===== config.mk =====
export PLATFORM = sky130hd
export DESIGN_NAME = target_select_tx
export DESIGN_NICKNAME = d
export VERILOG_FILES = /design/src/rtl/target_select_pkg.sv /design/src/rtl/switch_debouncer.sv /design/src/rtl/target_select_tx.sv
export SDC_FILE = /design/constraint.sdc
export NUM_CORES = 1
export LEC_CHECK = 0
export ABC_AREA = 1
export BUFFER_PORTS_ARGS = -buffer_cell sky130_fd_sc_hd__buf_2
export CELL_PAD_IN_SITES_DETAIL_PLACEMENT = 0
export CELL_PAD_IN_SITES_GLOBAL_PLACEMENT = 1
export CORE_ASPECT_RATIO = 0.7
export CORE_MARGIN = 3
export CORE_UTILIZATION = 40
export CTS_BUF_LIST = sky130_fd_sc_hd__clkbuf_4
export CTS_CLUSTER_SIZE = 30
export DETAILED_ROUTE_END_ITERATION = 10
export PLACE_DENSITY_LB_ADDON = 0.1
export SKIP_LAST_GASP = 1
export SYNTH_ARGS = -nofsm -noshare
export SYNTH_HDL_FRONTEND = slang
export SYNTH_HIERARCHICAL = 1
export SYNTH_SLANG_ARGS = --single-unit

===== constraint.sdc =====
create_clock -name clk -period 1.86 [get_ports clk]
set_input_delay 0.558 -clock clk [delete_from_list [all_inputs] [get_ports clk]]
set_output_delay 0.558 -clock clk [all_outputs]
set_load 0.01 [all_outputs]

===== src/rtl/target_select_pkg.sv =====
// Shared types and constants for the target-select transmitter: FSM state
// encoding, frame layout constants and the frame builder.
package target_select_pkg;

    localparam int FRAME_W = 8;
    localparam logic [1:0] CMD_TAG = 2'b11;
    localparam logic [FRAME_W-1:0] NULL_FRAME = 8'h00;

    typedef logic [0:0] state_t;
    localparam state_t ST_IDLE = 1'b0;
    localparam state_t ST_SEND = 1'b1;

    // Valid IDs sit above the two tag bits; out-of-range IDs send the null frame.
    function automatic logic [FRAME_W-1:0] build_frame(input logic [5:0] id,
                                                       input logic      in_range);
        return in_range ? {id, CMD_TAG} : NULL_FRAME;
    endfunction

endpackage


===== src/rtl/switch_debouncer.sv =====
// Two-flop synchroniser, stability counter and one-cycle settle strobe for
// the raw selector switches.
module switch_debouncer
    import target_select_pkg::*;
#(
    parameter int SW_W         = 5,
    parameter int DEBOUNCE_CNT = 5000000
) (
    input  logic            clk,
    input  logic            rst_n,
    input  logic [SW_W-1:0] raw,
    output logic [SW_W-1:0] stable,
    output logic            settled
);

    localparam int CNT_W = $clog2(DEBOUNCE_CNT + 1);
    localparam logic [CNT_W-1:0] CNT_MAX  = CNT_W'(DEBOUNCE_CNT);
    localparam logic [CNT_W-1:0] CNT_LAST = CNT_W'(DEBOUNCE_CNT - 1);

    logic [SW_W-1:0]  sync0;
    logic [SW_W-1:0]  sync1;
    logic [CNT_W-1:0] cnt;
    logic             changed;

    // stable is the previous-cycle synchronised value.
    assign changed = (sync1 != stable);

    // Strobe fires only on the edge the counter reaches its limit, not while saturated.
    assign settled = !changed && (cnt == CNT_LAST);

    // NOTE: non-blocking assignments let sync0/sync1/stable form a true shift chain.
    always_ff @(posedge clk or negedge rst_n) begin
        if (!rst_n) begin
            sync0  <= '0;
            sync1  <= '0;
            stable <= '0;
            cnt    <= '0;
        end else begin
            sync0  <= raw;
            sync1  <= sync0;
            stable <= sync1;
            if (changed)
                cnt <= '0;
            else if (cnt != CNT_MAX)
                cnt <= cnt + 1'b1;
        end
    end

endmodule


===== src/rtl/target_select_tx.sv =====
// Debounced machine-ID selector driving one-byte UART command frames.
// Optional idle resend compiled in with TARGET_SELECT_RESEND_EN.
module target_select_tx
    import target_select_pkg::*;
#(
    parameter int SW_W         = 5,
    parameter int DEBOUNCE_CNT = 5000000,
    parameter int MAX_ID       = 20,
    parameter int RESEND_CYC   = 50000000
) (
    input  logic               clk,
    input  logic               rst_n,
    input  logic [SW_W-1:0]    select_switches,
    input  logic               tx_ready,
    output logic               tx_valid,
    output logic [FRAME_W-1:0] tx_data,
    output logic [SW_W-1:0]    target_id,
    output logic               id_valid
);

    if (SW_W < 1 || SW_W > 6) begin : g_bad_sw_w
        $error("target_select_tx: SW_W must be in 1..6");
    end
    if (RESEND_CYC < 1) begin : g_bad_resend
        $error("target_select_tx: RESEND_CYC must be at least 1");
    end

    logic [SW_W-1:0] stable;
    logic            settled;
    logic            first_commit;
    logic            commit;
    logic            pending;
    logic            resend_fire;
    logic            stable_ok;
    logic [SW_W-1:0] frame_id;
    logic            frame_ok;
    state_t          state;

    switch_debouncer #(
        .SW_W         (SW_W),
        .DEBOUNCE_CNT (DEBOUNCE_CNT)
    ) u_debouncer (
        .clk     (clk),
        .rst_n   (rst_n),
        .raw     (select_switches),
        .stable  (stable),
        .settled (settled)
    );

    assign commit    = settled && ((stable != target_id) || first_commit);
    assign stable_ok = (32'(stable) <= MAX_ID);
    // target_id updates on the same edge, so a fresh commit frames the new value directly.
    assign frame_id  = commit ? stable : target_id;
    assign frame_ok  = (32'(frame_id) <= MAX_ID);
    assign tx_valid  = (state == ST_SEND);

`ifdef TARGET_SELECT_RESEND_EN
    localparam int TMR_W = $clog2(RESEND_CYC + 1);
    localparam logic [TMR_W-1:0] TMR_LAST = TMR_W'(RESEND_CYC - 1);

    logic [TMR_W-1:0] idle_timer;

    assign resend_fire = (state == ST_IDLE) && !first_commit && !pending && !commit
                         && (idle_timer == TMR_LAST);

    always_ff @(posedge clk or negedge rst_n) begin
        if (!rst_n)
            idle_timer <= '0;
        else if (state != ST_IDLE || commit || pending || first_commit || resend_fire)
            idle_timer <= '0;
        else
            idle_timer <= idle_timer + 1'b1;
    end
`else
    assign resend_fire = 1'b0;
`endif

    always_ff @(posedge clk or negedge rst_n) begin
        if (!rst_n) begin
            state        <= ST_IDLE;
            tx_data      <= NULL_FRAME;
            target_id    <= '0;
            id_valid     <= 1'b0;
            pending      <= 1'b0;
            first_commit <= 1'b1;
        end else begin
            if (commit) begin
                target_id    <= stable;
                id_valid     <= stable_ok;
                first_commit <= 1'b0;
            end
            case (state)
                ST_IDLE: begin
                    if (commit || pending || resend_fire) begin
                        state   <= ST_SEND;
                        tx_data <= build_frame(6'(frame_id), frame_ok);
                        pending <= 1'b0;
                    end
                end
                default: begin
                    // The frame in flight stays untouched; a newer commit waits for IDLE.
                    if (commit)
                        pending <= 1'b1;
                    if (tx_ready)
                        state <= ST_IDLE;
                end
            endcase
        end
    end

endmodule


### Word-level counts from Yosys, hierarchy flattened

Cells that the tools add are included.

| word-level totals | value |
|---|---|
| output and inout bits | 15 |
| logic and storage cells | 38 |
| input port bits | 8 |
| bits in registers | 55 |

| operators by class | value |
|---|---|
| add/sub/neg operators | 1 |
| multiplexer cells | 10 |
| bitwise gates (word level) | 1 |
| eq/ne operators | 5 |
| order comparisons | 2 |
| reduce and logical (&&, ||, !) cells | 9 |

Operator list:

| cell | number |
|---|---|
| $mux W23 | 2 |
| $add A23 B1 Y23 const B | 1 |
| $eq A23 B23 Y1 const B | 1 |
| $ne A23 B23 Y1 const B | 1 |
| $le A5 B5 Y1 const B | 2 |
| $ne A5 B5 Y1 | 2 |
| $mux W7 | 1 |
| $mux W1 | 6 |
| $mux W5 | 1 |
| $reduce_and A2 Y1 | 2 |
| $reduce_bool A2 Y1 | 2 |
| $logic_and A1 B1 Y1 | 2 |
| $logic_or A1 B1 Y1 | 2 |
| $ne A2 B2 Y1 const B | 1 |
| $logic_not A1 Y1 | 1 |
| $not A1 Y1 | 1 |

### Longest topological paths before layout

Gate-level depths: netlist (run 1).

| logic depth | value |
|---|---|
| depth after elaboration | 7 |
| gate-level depth with buffers | 17 |
| mapped depth without buffers | 16 |

### Modules after synthesis

Netlist (run 1), hierarchy kept.

By module, submodules not included:

| module | cells an instance | area an instance (sq um) | sequential area each (sq um) | times used |
|---|---|---|---|---|
| switch_debouncer | 240 | 1869.3 | 950.9 | 1 |
| target_select_tx | 97 | 775.7 | 376.6 | 1 |

### Least setup slack after synthesis (run 1)

OpenSTA, ideal clock, no wires.

| path | value |
|---|---|
| path type | register -> register |
| start point | register u_debouncer.stable[0] |
| end point | register tx_data[2] |
| required time | 1795 ps |
| cell stages (with the launch flop) | 15 |
| setup time | 65 ps |
| buffers on the path | 1 |
| clock period less this slack | 1972 ps |
| setup slack | -112 ps |
| arrival time | 1907 ps |
| cells stage by stage | dfrtp_1 xnor2_1 nand2_1 nor2_2 inv_1 buf_2 nor2_1 nand2_4 inv_2 nand2_1 o21ai_2 nand2_2 nand2_4 nand3_1 nand2_1 |

| between the ends | value |
|---|---|
| longest elaborated chain between the ends | 7 |
| elaborated cells on any way between the ends | 11 |
| those cells by class | order compare (1); eq/ne (2); mux (2); reduce/logical (6) |

RTL lines:

| item | RTL line | source |
|---|---|---|
| start, declared | switch_debouncer.sv:12 | `output logic [SW_W-1:0] stable,` |
| start signal, assigned | switch_debouncer.sv:41 | `stable <= sync1;` |
| $ne A5 B5 Y1 * | switch_debouncer.sv:26 | `assign changed = (sync1 != stable);` |
| $logic_not A1 Y1 * | switch_debouncer.sv:29 | `assign settled = !changed && (cnt == CNT_LAST);` |
| $logic_and A1 B1 Y1 * | switch_debouncer.sv:29 |  |
| net settled | target_select_tx.sv:29 | `logic settled;` |
| $logic_and A1 B1 Y1 * | target_select_tx.sv:50 | `assign commit = settled && ((stable != target_id) \|\| first_commit);` |
| $mux W5 | n/a |  |
| $le A5 B5 Y1 | target_select_tx.sv:54 | `assign frame_ok = (32'(frame_id) <= MAX_ID);` |
| $mux W7 | target_select_pkg.sv:16 | `return in_range ? {id, CMD_TAG} : NULL_FRAME;` |
| end signal, assigned | target_select_tx.sv:96 | `tx_data <= build_frame(6'(frame_id), frame_ok);` |
| end, declared | target_select_tx.sv:16 | `output logic [FRAME_W-1:0] tx_data,` |

The timed path passes the listed nets; every way through them passes the cells marked *.
A chain may end at the register's enable or synchronous reset.

### Worst setup path after layout (run 1)

| path | value |
|---|---|
| start point | register u_debouncer.cnt[0] |
| end point | register tx_data[3] |

| between the ends | value |
|---|---|
| longest elaborated chain between the ends | 6 |
| elaborated cells on any way between the ends | 8 |
| those cells by class | order compare (1); eq/ne (1); mux (2); reduce/logical (4) |

RTL lines:

| item | RTL line | source |
|---|---|---|
| start, declared | switch_debouncer.sv:22 | `logic [CNT_W-1:0] cnt;` |
| start signal, assigned | switch_debouncer.sv:45 | `cnt <= cnt + 1'b1;` |
| $eq A23 B23 Y1 * | switch_debouncer.sv:29 |  |
| $logic_and A1 B1 Y1 * | switch_debouncer.sv:29 |  |
| net settled | target_select_tx.sv:29 |  |
| $logic_and A1 B1 Y1 * | target_select_tx.sv:50 |  |
| $mux W5 | n/a |  |
| $le A5 B5 Y1 | target_select_tx.sv:54 |  |
| $mux W7 | target_select_pkg.sv:16 |  |

Marked as above.

==> results of run 1 <==
-- power by group --
| group | switching [W] | internal (W) | leakage (nW) | total (W) |
|---|---|---|---|---|
| Clock | 0.000389 | 0.000155 | 0.0318 | 0.000544 |
| Sequential | 0.0000115 | 0.00117 | 0.702 | 0.00118 |
| Combinational | 0.0000519 | 0.0000287 | 0.844 | 0.0000806 |
| Total | 0.000452 | 0.00135 | 1.58 | 0.00181 |
-- cell type report --
class	count	area, um^2
clock buffers	5	37.5
clock inverters	3	25.0
fillers	631	3070
inverters	43	164
multi-input cells	237	1200
flip-flops and latches	53	1330
well taps	78	97.6
repair buffers	56	380
-- registers in the layout, summed over array words and instances (netlist names) --
| register | flops |
|---|---|
| target_id | 5 |
| pending | 1 |
| first_commit | 1 |
| tx_data | 6 |
| u_debouncer/sync1 | 5 |
| tx_valid | 1 |
| u_debouncer/cnt | 23 |
| id_valid | 1 |
| u_debouncer/sync0 | 5 |
| u_debouncer/stable | 5 |
-- how the worst max path moves through the flow --
stage / to / from / depth (start not counted) / slack, ns
6_report: tx_data[3]$_DFFE_PN0P_ / u_debouncer/cnt[0]$_DFFE_PN0P_ / 14 / -0.005
2_1_floorplan: tx_data[2]$_DFFE_PN0P_ / u_debouncer/stable[0]$_DFF_PN0_ / 14 / 0.01
5_1_grt: tx_data[1]$_DFFE_PN0P_ / u_debouncer/cnt[10]$_DFFE_PN0P_ / 14 / -0.17
3_3_place_gp: tx_data[2]$_DFFE_PN0P_ / u_debouncer/cnt[10]$_DFFE_PN0P_ / 12 / 0.04
3_5_place_dp: tx_data[3]$_DFFE_PN0P_ / u_debouncer/cnt[10]$_DFFE_PN0P_ / 11 / -0.03
4_1_cts: tx_data[3]$_DFFE_PN0P_ / u_debouncer/cnt[21]$_DFFE_PN0P_ / 11 / 0.007
-- cells by family (layout without fill, tap and decap cells) --
kind of cell | count (synthesis) | after routing | share of synthesized area
fa+ha+maj | 2 | 2 | 0.00946
xor+xnor | 10 | 10 | 0.0331
simple gates | 207 | 207 | 0.338
buf+inv | 47 | 107 | 0.0705
other cells | 1 | 1 | 0.00142
compound gates | 17 | 17 | 0.0459
flops | 53 | 53 | 0.502
-- through the flow --
step                instance area [um^2]  setup WS, ns  power [W]  instances
finish                              3240      -0.00476    0.00181        475
global route                        3240        -0.170    0.00192        475
CTS                                 3110       0.00726    0.00184        467
detailed placement                  3040       -0.0291    0.00128        458
global placement                    3040        0.0435    0.00128        458
floorplan                           2650       0.00985    0.00123        337
-- cell usage in the layout, fill, tap and decap left out, types with 2 or more instances in the layout --
| master | instances |
|---|---|
| sky130_fd_sc_hd__xor2_1 | 5 |
| sky130_fd_sc_hd__and2_1 | 2 |
| sky130_fd_sc_hd__nand2_2 | 11 |
| sky130_fd_sc_hd__buf_2 | 21 |
| sky130_fd_sc_hd__nor2_2 | 8 |
| sky130_fd_sc_hd__nand4_1 | 4 |
| sky130_fd_sc_hd__xnor2_1 | 5 |
| sky130_fd_sc_hd__inv_1 | 34 |
| sky130_fd_sc_hd__a21oi_1 | 6 |
| sky130_fd_sc_hd__inv_2 | 8 |
| sky130_fd_sc_hd__nor2_4 | 3 |
| sky130_fd_sc_hd__nand2_4 | 2 |
| sky130_fd_sc_hd__o21ai_0 | 4 |
| sky130_fd_sc_hd__clkbuf_4 | 5 |
| sky130_fd_sc_hd__nand3_2 | 7 |
| sky130_fd_sc_hd__nor3_1 | 2 |
| sky130_fd_sc_hd__nand3_1 | 18 |
| sky130_fd_sc_hd__buf_4 | 34 |
| sky130_fd_sc_hd__nand2_1 | 91 |
| sky130_fd_sc_hd__dfrtp_1 | 52 |
| sky130_fd_sc_hd__nor2_1 | 57 |
-- what timing repair did --
item / in CTS / in global routing
pin swaps: 0 / 11
setup buffers: 1 / 8
endpoints found under the setup margin: 6 / 7
hold endpoints to repair: 0 / 0
resized for setup: 2 / 19
-- layer usage --
metal,routed length (um),part of all wire,track usage,vias to the layer above
li1,-,-,-,1148
met1,3560,0.58,0.291,955
met2,2210,0.36,0.189,40
met3,343,0.056,0.0590,2
met4,19,0.0031,0.0302,0
met5,0,0,0,-
==> run summary, run 1 <==
The run finished, with violations left. The checks that failed: negative setup slack. The leakage power total came out at 1.58 nW.

Counting every sink on the clock net gives 53. The final routed wire length divided by cell count is 12.9 um. The antenna diode count is 0.

The total iterations of the first detailed-routing run came out at 4. The cell type with the largest total area after synthesis is sky130_fd_sc_hd__dfrtp_1. The slack of the worst reg-to-reg path is -0.005 ns.

In the synthesized netlist the dominant register cell turns out to be sky130_fd_sc_hd__dfrtp_1. The final-layout setup total negative slack is -0.00603 ns. The fraction of final layout cells with drive strength greater than 1 came out at 0.280. The maximum number of pins on one net before global-route repair is 34. TritonCTS created 5 clock buffers. The longest clock path from root to sink contains 2 buffers. The detailed-placement wirelength estimate came out at 4660 um. During synthesis, Yosys emitted a total of 6 warnings. The y dimension of the die is 74.0 um.

The portion of the clock cycle consumed by the worst path in the final layout came out at 1.00. The largest individual stage delay along the critical path comes from the cell sky130_fd_sc_hd__dfrtp_1. The path class of the lowest-slack min-delay path is input port to async pin. The deepest level of the CTS H-tree came out at 2. The cell area power density is 558 mW/mm^2. The total grt overflow is 0.

The count of buffers inserted at the top-level ports is 21. The cell area after synthesis is 0.00265 mm^2. The clock network latency to the later pin of the worst-skew pair came out at 0.38 ns. For this run, design rule violations remaining after detail routing come to 0. The data arrival at the endpoint of the critical path is 2.15 ns. The worst setup path is launched from a flop. The share of the core filled with cells in the final layout came out at 0.513. The number of hold violations in the final report came to 0.

Counting both buffers and inverters, the worst setup path holds a total of 1. The worst ir drop on vdd came out at 0.473 mV. CTS placed an instance of sky130_fd_sc_hd__clkbuf_4 at the clock tree root.

The final critical-path required period came out at 1.86 ns. The total routing usage reported by global routing came out at 0.168. The area added between synthesis and finish is 22.3%. The number of endpoints failing setup at the final stage came out at 2. The floorplan row count came out at 24.

Counting flops with an async set or reset pin after synthesis yields a share of 1.00. The top-level I/O count came out at 23. The via count of the first global-routing pass came out at 1898. The max-slew violation count is 0. The remaining antenna violation count came out at 0. In this run the critical register-to-register path is captured at tx_data[3]$_DFFE_PN0P_.

The starting density of the core came out at 0.419. The most frequent cell after synthesis is sky130_fd_sc_hd__nand2_1. The worst slack on hold paths came out at 0.114 ns. The first-iteration detailed-routing DRC count came out at 76. The critical path capture point type is a flop. After layout, the worst setup slack is -0.00476 ns. Each instance of the synthesized netlist takes up on average 7.85 um^2.

The weighted congestion at the end of routability-driven global placement is 0.833. After clock tree synthesis, the clock-pin slew on the worst setup and hold paths is 0.17 ns. The reg-to-reg critical path startpoint is u_debouncer/cnt[0]$_DFFE_PN0P_. Based on the critical path, the design can be clocked at up to 536 MHz. The maximum net fanout on the critical path is 8. For this run, the register share of the synthesized area comes to 0.502. Yosys mapped a number of flops with a built-in enable equal to 0. The logic depth of the worst register-to-register path came out at 14. Of the post-synthesis cell area, the dominant cell type holds 0.492. Counting flops and latches in the post-synthesis netlist gives 53. The peak per-stage delay on the critical path is 0.43 ns.

By startpoint and endpoint, the worst setup path is classified as flop to flop. The final wirelength came out at 6120 um. Sorting the synthesized cells by area gives the leading types as sky130_fd_sc_hd__dfrtp_1 (49%), sky130_fd_sc_hd__nand2_1 (14%), sky130_fd_sc_hd__nor2_1 (8.7%). The die area is 0.00764 mm^2. Traced cell by cell, the critical path runs through ha_2, nand3_2, inv_2, nand4_1, nor2_4, nand2_4, nand2_2, nand2_2, nand2_1, nand2_1, nand2_2, nand2_4, nand3_2, nand2_1.

Data on the critical path is required at its endpoint by 2.15 ns. TritonCTS built the clock tree. The number of max-capacitance violations reported came out at 0. Setup repair after global routing could not meet its margin everywhere. Using the TritonRoute via totals, the vias-per-cell ratio works out to 4.52. The number of antenna violations at the first check in global routing is 0.

The count of different cell masters after synthesis is 31. Synthesis handed over a netlist of 337 instances. The top cell family by delay on the critical path is simple AND/OR/NAND/NOR gates. The post-synthesis net count came out at 347. Sorting the synthesized cells by how often they occur yields sky130_fd_sc_hd__nand2_1 (98), sky130_fd_sc_hd__nor2_1 (61), sky130_fd_sc_hd__dfrtp_1 (52), sky130_fd_sc_hd__inv_1 (36), sky130_fd_sc_hd__nand3_1 (23). The horizontal die dimension came out at 103 um. The first global-routing pass estimated 9760 um of wire. The clock arrives with 0.0142 ns of skew.

The number of buffers added to fix hold violations after cts is 0. The final layout net count is 406. The via total after detailed routing is 2145.

The core footprint came out at 0.00631 mm^2.
(Power assumes the default switching activity.)
==> run 2, diff against run 1 <==
--- a/config.mk
+++ b/config.mk
@@ -16,7 +16,6 @@
 export CTS_CLUSTER_SIZE = 30
 export DETAILED_ROUTE_END_ITERATION = 10
 export PLACE_DENSITY_LB_ADDON = 0.1
-export SKIP_LAST_GASP = 1
 export SYNTH_ARGS = -nofsm -noshare
 export SYNTH_HDL_FRONTEND = slang
 export SYNTH_HIERARCHICAL = 1
==> run 2 against run 1 <==
The run still ends with negative setup slack left. Clock skew about the same. Non-clock buffer count is the same. Clock-buffer cell count unchanged. Global-route usage stayed put. Critical path type unchanged. Highest routed layer unchanged.
==> run summary, run 2 (synthesis gave the netlist of run 1 again) <==
The net switching power is 0.000452 W (about the same). The maximum net fanout on the critical path is 8 (unchanged). The maximum number of buffers from clock root to sink came out at 2 (unchanged). The starting density of the core came out at 0.419 (unchanged).

The remaining antenna violation count came out at 0 (unchanged). The floorplan row count came out at 24 (unchanged). The deepest level of the CTS H-tree is 2 (unchanged). The required time reported for the critical path endpoint came to 2.15 ns (about the same).

The worst flop-to-flop path endpoint is tx_data[3]$_DFFE_PN0P_. TritonCTS built the clock tree. The count of buffers inserted at the top-level ports is 21 (unchanged). The horizontal die dimension is 103 um (unchanged).

The number of endpoints failing setup at the final stage is 2 (unchanged). The cell sitting at the root of the clock tree is a sky130_fd_sc_hd__clkbuf_4. The total routing usage reported by global routing is 0.168 (unchanged). The weighted congestion at the end of routability-driven global placement is 0.833 (unchanged). The leakage power total came to 1.58 nW (unchanged). The sort of element at the start of the critical path is a flop. The final routed wire length divided by cell count is 12.9 um (about the same). The total iterations of the first detailed-routing run came out at 4 (unchanged). The summed area of non-filler cells in the final layout came to 0.00324 mm^2 (unchanged). The fmax came out at 536 MHz (about the same). The worst setup path is of the flop to flop kind. The internal power of the cells came out at 0.00135 W (unchanged).

The instance area at placement came out at 0.00304 mm^2 (unchanged). The total of fill cells in the finished design came out at 631 (unchanged). The number of flip-flops under the largest register name is 23 (unchanged). The part of the power in the clock network was 0.301 (about the same). The commonest non-fill, non-tap cell in the layout is sky130_fd_sc_hd__nand2_1. The worst ir drop on vdd came to 0.473 mV (about the same).

The number of max-capacitance violations reported was 0 (unchanged). The data arrival at the endpoint of the critical path came out at 2.15 ns (about the same). The fraction of final layout cells with drive strength greater than 1 came out at 0.280 (unchanged). The clock skew is 0.0142 ns (+0.0000188 ns). The area added between synthesis and finish came out at 22.3% (unchanged).

The number of DRC violations after detailed routing was 0 (unchanged). The worst hold path belongs to the class input port to async pin. The max-slew violation count came to 0 (unchanged). The total power after layout came to 0.00181 W (about the same).

The number of sinks driven by the clock tree is 53 (unchanged). The die area is 0.00764 mm^2 (unchanged). The antenna diode count was 0 (unchanged). Ranked by flip-flop count, first place goes to u_debouncer/cnt. The final layout net count is 406 (unchanged). In this run the critical register-to-register path is launched from u_debouncer/cnt[0]$_DFFE_PN0P_. The largest registers in the layout are u_debouncer/cnt x23, tx_data x6. The core footprint is 0.00631 mm^2 (unchanged).

The global-route wire length before repair came out at 9760 um (unchanged). The switching share of power is 0.250 (about the same). The total grt overflow is 0 (unchanged). The total area of sequential cells is 0.00133 mm^2 (unchanged).

The cell area power density is 558 mW/mm^2 (about the same). The share of total power in combinational logic came out at 0.045 (about the same). The top-level I/O count came out at 23 (unchanged). The number of buffers added by the clock tree synthesis step is 5 (unchanged).

The final critical-path required period was 1.86 ns (-0.000394 ns). The detailed-placement wirelength estimate is 4660 um (unchanged). The clock network latency to the later pin of the worst-skew pair came out at 0.38 ns (about the same).

The maximum number of pins on one net before global-route repair is 34 (unchanged). The slack of the worst reg-to-reg path is -0.004 ns (about the same). The via total after detailed routing is 2144 (-0.047%). The number of hold violations in the final report was 0 (unchanged). The area of the multi-input gates is 0.00120 mm^2 (unchanged). The run finished, with violations left. Setup repair after global routing could not meet its margin everywhere.

The clock-pin slew on the worst setup and hold paths is 0.17 ns (about the same). The final wirelength is 6120 um (about the same). The share of the core filled with cells in the final layout came out at 0.513 (unchanged). The setup slack of the critical path after layout came out at -0.00436 ns (+0.000394 ns). The via count of the first global-routing pass came out at 1898 (unchanged). The first-iteration detailed-routing DRC count came out at 74 (-2.6%). The number of antenna violations at the first check in global routing was 0 (unchanged). The worst setup path is captured at a flop. The logic depth of the worst register-to-register path is 14 (unchanged).

The portion of the clock cycle consumed by the worst path in the final layout is 1.00 (about the same). The post-detailed-route via-to-cell ratio came out at 4.51 (about the same). The sequential power share is 0.654 (about the same). The final reports fail on negative setup slack. The library cells used most frequently in the layout, excluding fill and tap cells, are sky130_fd_sc_hd__nand2_1 (91), sky130_fd_sc_hd__nor2_1 (57), sky130_fd_sc_hd__dfrtp_1 (52). The y dimension of the die is 74.0 um (unchanged).
-- run 2: cell counts in the layout (fill, tap and decap cells not counted) --
Identical to the previous run, type by type.
-- run 2: area by class of cell --
cell class / count / area share
Inverter: 43 / 0.0507
Timing Repair Buffer: 56 / 0.118
Tap cell: 78 / 0.0302
Clock buffer: 5 / 0.0116
Multi-Input combinational cell: 237 / 0.372
Clock inverter: 3 / 0.00773
Sequential cell: 53 / 0.410
-- run 2: timing repair --
action,4_1_cts,5_1_grt
pin swaps,0,11
setup buffers,1,8
setup endpoints to repair,6,7
gates resized for setup,2,19
hold buffers,0,0
-- run 2: worst max path at each step --
stage	start	endpoint	slack, ns	depth (start not counted)
floorplan	u_debouncer/stable[0]$_DFF_PN0_	tx_data[2]$_DFFE_PN0P_	0.01	14
global placement	u_debouncer/cnt[10]$_DFFE_PN0P_	tx_data[2]$_DFFE_PN0P_	0.04	12
detailed placement	u_debouncer/cnt[10]$_DFFE_PN0P_	tx_data[3]$_DFFE_PN0P_	-0.03	11
CTS	u_debouncer/cnt[21]$_DFFE_PN0P_	tx_data[3]$_DFFE_PN0P_	0.007	11
global route	u_debouncer/cnt[10]$_DFFE_PN0P_	tx_data[1]$_DFFE_PN0P_	-0.17	14
finish	u_debouncer/cnt[0]$_DFFE_PN0P_	tx_data[3]$_DFFE_PN0P_	-0.004	14
-- run 2: critical path, stage by stage (launching register included) --
cell	delay, ns
sky130_fd_sc_hd__dfrtp_1	0.43
sky130_fd_sc_hd__ha_2	0.21
sky130_fd_sc_hd__nand3_2	0.09
sky130_fd_sc_hd__inv_2	0.07
sky130_fd_sc_hd__nand4_1	0.13
sky130_fd_sc_hd__nor2_4	0.18
sky130_fd_sc_hd__nand2_4	0.13
sky130_fd_sc_hd__nand2_2	0.10
sky130_fd_sc_hd__nand2_2	0.05
sky130_fd_sc_hd__nand2_1	0.06
sky130_fd_sc_hd__nand2_1	0.05
sky130_fd_sc_hd__nand2_2	0.07
sky130_fd_sc_hd__nand2_4	0.08
sky130_fd_sc_hd__nand3_2	0.08
sky130_fd_sc_hd__nand2_1	0.04
-- run 2: power by group through the flow --
stage | combinational (W) | clock (W) | sequential, W
3_3_place_gp | 0.0000813 | 0 | 0.00120
2_1_floorplan | 0.0000326 | 0 | 0.00120
3_5_place_dp | 0.0000813 | 0 | 0.00120
6_report | 0.0000806 | 0.000544 | 0.00118
4_1_cts | 0.0000816 | 0.000579 | 0.00118
5_1_grt | 0.0000925 | 0.000639 | 0.00118
-- run 2: metrics by stage --
step	worst slack (ns)	hold WS (ns)	setup TNS, ns	instances
after floorplan	0.00985	0.262	0	337
after global placement	0.0435	0.332	0	458
after detailed placement	-0.0291	0.335	-0.0655	458
after CTS	0.00726	0.0982	0	467
after global routing	-0.170	0.0862	-0.998	475
final	-0.00436	0.114	-0.00524	475
-- run 2: per-layer routing --
layer / vias up / part of all wire / global-route usage
li1: 1148 / - / -
met1: 955 / 0.58 / 0.291
met2: 39 / 0.36 / 0.189
met3: 2 / 0.054 / 0.0590
met4: 0 / 0.0031 / 0.0302
met5: - / 0 / 0
==> run 3, diff against run 2 <==
--- a/config.mk
+++ b/config.mk
@@ -5,7 +5,6 @@
 export SDC_FILE = /design/constraint.sdc
 export NUM_CORES = 1
 export LEC_CHECK = 0
-export ABC_AREA = 1
 export BUFFER_PORTS_ARGS = -buffer_cell sky130_fd_sc_hd__buf_2
 export CELL_PAD_IN_SITES_DETAIL_PLACEMENT = 0
 export CELL_PAD_IN_SITES_GLOBAL_PLACEMENT = 1
==> constraint.sdc (replaced) <==
create_clock -name clk -period 2 [get_ports clk]
set_input_delay 0.6 -clock clk [delete_from_list [all_inputs] [get_ports clk]]
set_output_delay 0.6 -clock clk [all_outputs]
set_load 0.01 [all_outputs]
==> run 3 against run 2 <==
The run still ends with negative setup slack left. Total power grew 0.96%. Fmax shrank 19%. Combinational power shrank 2%. Hold slack gained 0.031 ns. Clock-buffer cell count is the same. Synthesized area shrank 7.2%. First-iteration DRC count grew 8.1%. Sequential share of layout area grew 0.14 points. Non-clock buffer count grew 20. Critical path type unchanged. Largest cell class unchanged. Highest routed layer unchanged.
==> run summary, run 3 <==
The flow ran to the end, but the final reports show violations. The checks that failed: negative setup slack. The data arrival at the endpoint of the critical path came out at 2.58 ns (+0.43 ns). The number of antenna violations at the first check in global routing came out at 0 (unchanged). The detailed-placement wirelength estimate came to 4010 um (-14%). The maximum number of pins on one net before global-route repair came out at 24 (-29%). The max-slew violation count is 0 (unchanged).

The fmax came out at 434 MHz (-19%). The floorplan row count is 23 (-4.2%). The die area came out at 0.00712 mm^2 (-6.7%).

The worst setup path is captured at a flop. The clock skew is 0.00665 ns (-0.00753 ns). The via count of the first global-routing pass is 1835 (-3.3%). The final routed wire length divided by cell count is 14.9 um (+15%). The library cells used most frequently in the layout, excluding fill and tap cells, are sky130_fd_sc_hd__dfrtp_1 (52), sky130_fd_sc_hd__buf_4 (49), sky130_fd_sc_hd__buf_2 (21). The internal power of the cells is 0.00139 W (+3.0%). The number of flip-flops under the largest register name came out at 23 (unchanged).

The number of buffers added by the clock tree synthesis step came out at 5 (unchanged). The core footprint came out at 0.00584 mm^2 (-7.4%). The final critical-path required period came out at 2.30 ns (+0.438 ns). The number of DRC violations after detailed routing is 0 (unchanged). Setup repair after global routing could not meet its margin everywhere.

The average instance area after synthesis was 11.2 um^2 (+42%). The cell area power density came out at 566 mW/mm^2 (+1.3%). The part of the power in the clock network is 0.355 (+0.054). The final layout net count came out at 303 (-25%). The synthesized instance count was 220 (-35%). The post-placement cell count was 358 (-22%). Tracing the worst setup path back leads to its startpoint at u_debouncer/cnt[20]$_DFFE_PN0P_.

The share of total power in combinational logic came to 0.043 (-0.002). The final-layout setup total negative slack is -2.15 ns (-2.14 ns). Ranked by instance count, the synthesized netlist is headed by sky130_fd_sc_hd__dfrtp_1 (52), sky130_fd_sc_hd__nor2_1 (17), sky130_fd_sc_hd__a21oi_1 (15), sky130_fd_sc_hd__xor2_1 (15), sky130_fd_sc_hd__nand3_1 (9).

The clock-pin slew on the worst setup and hold paths is 0.17 ns (about the same). TritonCTS built the clock tree. The register containing the most flip-flops in the final layout is u_debouncer/cnt.

The number of buffers added to fix hold violations after cts was 0 (unchanged). The global-route wire length before repair came out at 9280 um (-4.9%). The first-iteration detailed-routing DRC count came to 80 (+8.1%). The commonest non-fill, non-tap cell in the layout is sky130_fd_sc_hd__dfrtp_1.

The share of flip-flops with an asynchronous set or reset after synthesis is 1.00 (unchanged). By area the synthesized netlist is led by sky130_fd_sc_hd__dfrtp_1 (53%), sky130_fd_sc_hd__xor2_1 (5.4%), sky130_fd_sc_hd__a21oi_1 (3.1%). The deepest level of the CTS H-tree is 2 (unchanged). By instance count, the leading cell after synthesis is sky130_fd_sc_hd__dfrtp_1. The setup slack of the critical path after layout is -0.302 ns (-0.298 ns).

The antenna diode count came out at 0 (unchanged). The post-detailed-route via-to-cell ratio was 5.05 (+12%). The total grt overflow is 0 (unchanged). The weighted congestion at the end of routability-driven global placement came out at 0.816 (-2.1%).

The starting density of the core came out at 0.420 (+0.000560). The total iterations of the first detailed-routing run is 4 (unchanged). The reg-to-reg critical path startpoint is u_debouncer/cnt[20]$_DFFE_PN0P_. The top-level I/O count is 23 (unchanged). The share of the core filled with cells in the final layout is 0.552 (+0.0388). The placement-stage worst setup slack came to -0.385 ns (-0.356 ns). The cell type with the largest total area after synthesis is sky130_fd_sc_hd__dfrtp_1. The via total after detailed routing is 1862 (-13%). The leakage power total came to 1.47 nW (-6.6%).

The cell area after synthesis came to 0.00245 mm^2 (-7.2%). The count of different cell masters after synthesis is 48 (+55%). The final wirelength is 5490 um (-10%). The number of enable flip-flop cells after synthesis came out at 0 (unchanged). The number of sinks driven by the clock tree came to 53 (unchanged). The number of endpoints failing setup at the final stage is 13 (+11). From synthesis to final layout, the design area changed by 31.4%. The y dimension of the die is 71.5 um (-3.4%). The portion of the clock cycle consumed by the worst path in the final layout is 1.15 (+0.149). The number of register bits inferred by synthesis is 53 (unchanged). The net switching power came out at 0.000429 W (-5.1%). The number of hold violations in the final report is 0 (unchanged).

STA classifies the critical path startpoint as a flop. The proportion of netlist area held by the largest area contributor came out at 0.530 (+0.0384). For this run, the leading register cell type out of synthesis is sky130_fd_sc_hd__dfrtp_1. The horizontal die dimension came out at 99.6 um (-3.5%). The maximum number of buffers from clock root to sink was 2 (unchanged). The tree is rooted in a sky130_fd_sc_hd__clkbuf_4. The instance area at placement was 0.00301 mm^2 (-0.78%).

The final instance count without filler cells was 369 (-22%). The post-synthesis net count is 230 (-34%). The maximum net fanout on the critical path came out at 6 (-2).

The required time reported for the critical path endpoint was 2.28 ns (+0.13 ns). The switching share of power came out at 0.235 (-0.0150). The worst setup path is of the flop to flop kind. The path class of the lowest-slack min-delay path is input port to async pin. The remaining antenna violation count came out at 0 (unchanged). The total routing usage reported by global routing is 0.166 (-0.00215). The largest registers in the layout are u_debouncer/cnt x23, tx_data x6. The count of buffers inserted at the top-level ports came to 21 (unchanged). The sequential area share after synthesis came out at 0.541 (+0.0392). The fraction of final layout cells with drive strength greater than 1 came out at 0.388 (+0.108). The worst ir drop on vdd was 0.414 mV (-12%). The clock network latency to the later pin of the worst-skew pair came out at 0.37 ns (about the same). The sequential power share came out at 0.602 (-0.052). The summed area of non-filler cells in the final layout is 0.00322 mm^2 (-0.35%).

The number of max-capacitance violations reported came out at 0 (unchanged). The total of warnings raised by yosys was 6 (unchanged).
[run 3: cell types whose count changed in the layout (fill, tap and decap cells not counted), sizes merged, moves of 8 or more]
cell	delta
buf	+20
xor2	+10
a21oi	+8
inv	-35
nor2	-51
nand3	-16
nand2	-97
[run 3: kinds of logic after synthesis]
kind of cell             Yosys count  synth area share
other                              1           0.00153
multiplexers                       9            0.0428
flip-flops                        53             0.541
XOR/XNOR                          21            0.0750
buffers and inverters             18            0.0362
AND/OR/NAND/NOR                   81             0.199
AO/OA/AOI/OAI                     35            0.0938
adder cells (fa/ha/maj)            2            0.0102
[run 3: worst max-delay path, stage by stage, from the launching register on]
cell and delay (ns):
sky130_fd_sc_hd__dfrtp_1 0.43, sky130_fd_sc_hd__nor4bb_2 0.33, sky130_fd_sc_hd__buf_4 0.16, sky130_fd_sc_hd__and4_4 0.21, sky130_fd_sc_hd__nor4b_4 0.20, sky130_fd_sc_hd__buf_6 0.17
sky130_fd_sc_hd__mux2_4 0.33, sky130_fd_sc_hd__nor2b_1 0.13, sky130_fd_sc_hd__mux2_4 0.25
[run 3: cell type report]
class / instances / area, um^2
Clock buffer: 5 / 37.5
Clock inverter: 3 / 50.0
Fill cell: 525 / 2620
Inverter: 8 / 30.0
Multi-Input combinational cell: 149 / 1140
Sequential cell: 53 / 1330
Tap cell: 75 / 93.8
Timing Repair Buffer: 76 / 549
[run 3: power groups by stage]
stage          registers (W)   logic, W  clock network (W)
6_report             0.00110  0.0000791           0.000647
5_1_grt              0.00110  0.0000888           0.000703
4_1_cts              0.00110  0.0000800           0.000658
3_5_place_dp         0.00112  0.0000784                  0
3_3_place_gp         0.00112  0.0000785                  0
2_1_floorplan        0.00112  0.0000248                  0
[run 3: stage by stage]
step | hold WS [ns] | power [W]
after global placement | 0.333 | 0.00120
after global routing | 0.141 | 0.00189
final | 0.145 | 0.00182
after CTS | 0.150 | 0.00184
after floorplan | 0.304 | 0.00114
after detailed placement | 0.337 | 0.00120
[run 3: timing repair]
item                                   4_1_cts  5_1_grt
endpoints found under the hold margin        0        0
gates cloned                                 0        0
setup endpoints to repair                   16       15
pin swaps                                    4        6
buffers inserted                             4        1
gates resized for setup                      9       14
[run 3: layer usage]
metal | global-route usage | routed length (um)
met1 | 0.279 | 3100
met2 | 0.218 | 2170
met3 | 0.0360 | 191
met4 | 0.0273 | 31
met5 | 0 | 0
[run 3: final timing paths]
kind                       slack, ns  cells past startpoint                               to
min                             0.14                      1  u_debouncer/cnt[14]$_DFFE_PN0P_
min in group clk                0.32                      1   u_debouncer/sync0[2]$_DFF_PN0_
max in group asynchronous       1.34                      2  u_debouncer/cnt[18]$_DFFE_PN0P_
max                            -0.30                      8           tx_data[5]$_DFFE_PN0P_
min reg2reg                     0.37                      0   u_debouncer/sync1[2]$_DFF_PN0_
max reg2reg                    -0.30                      8           tx_data[5]$_DFFE_PN0P_
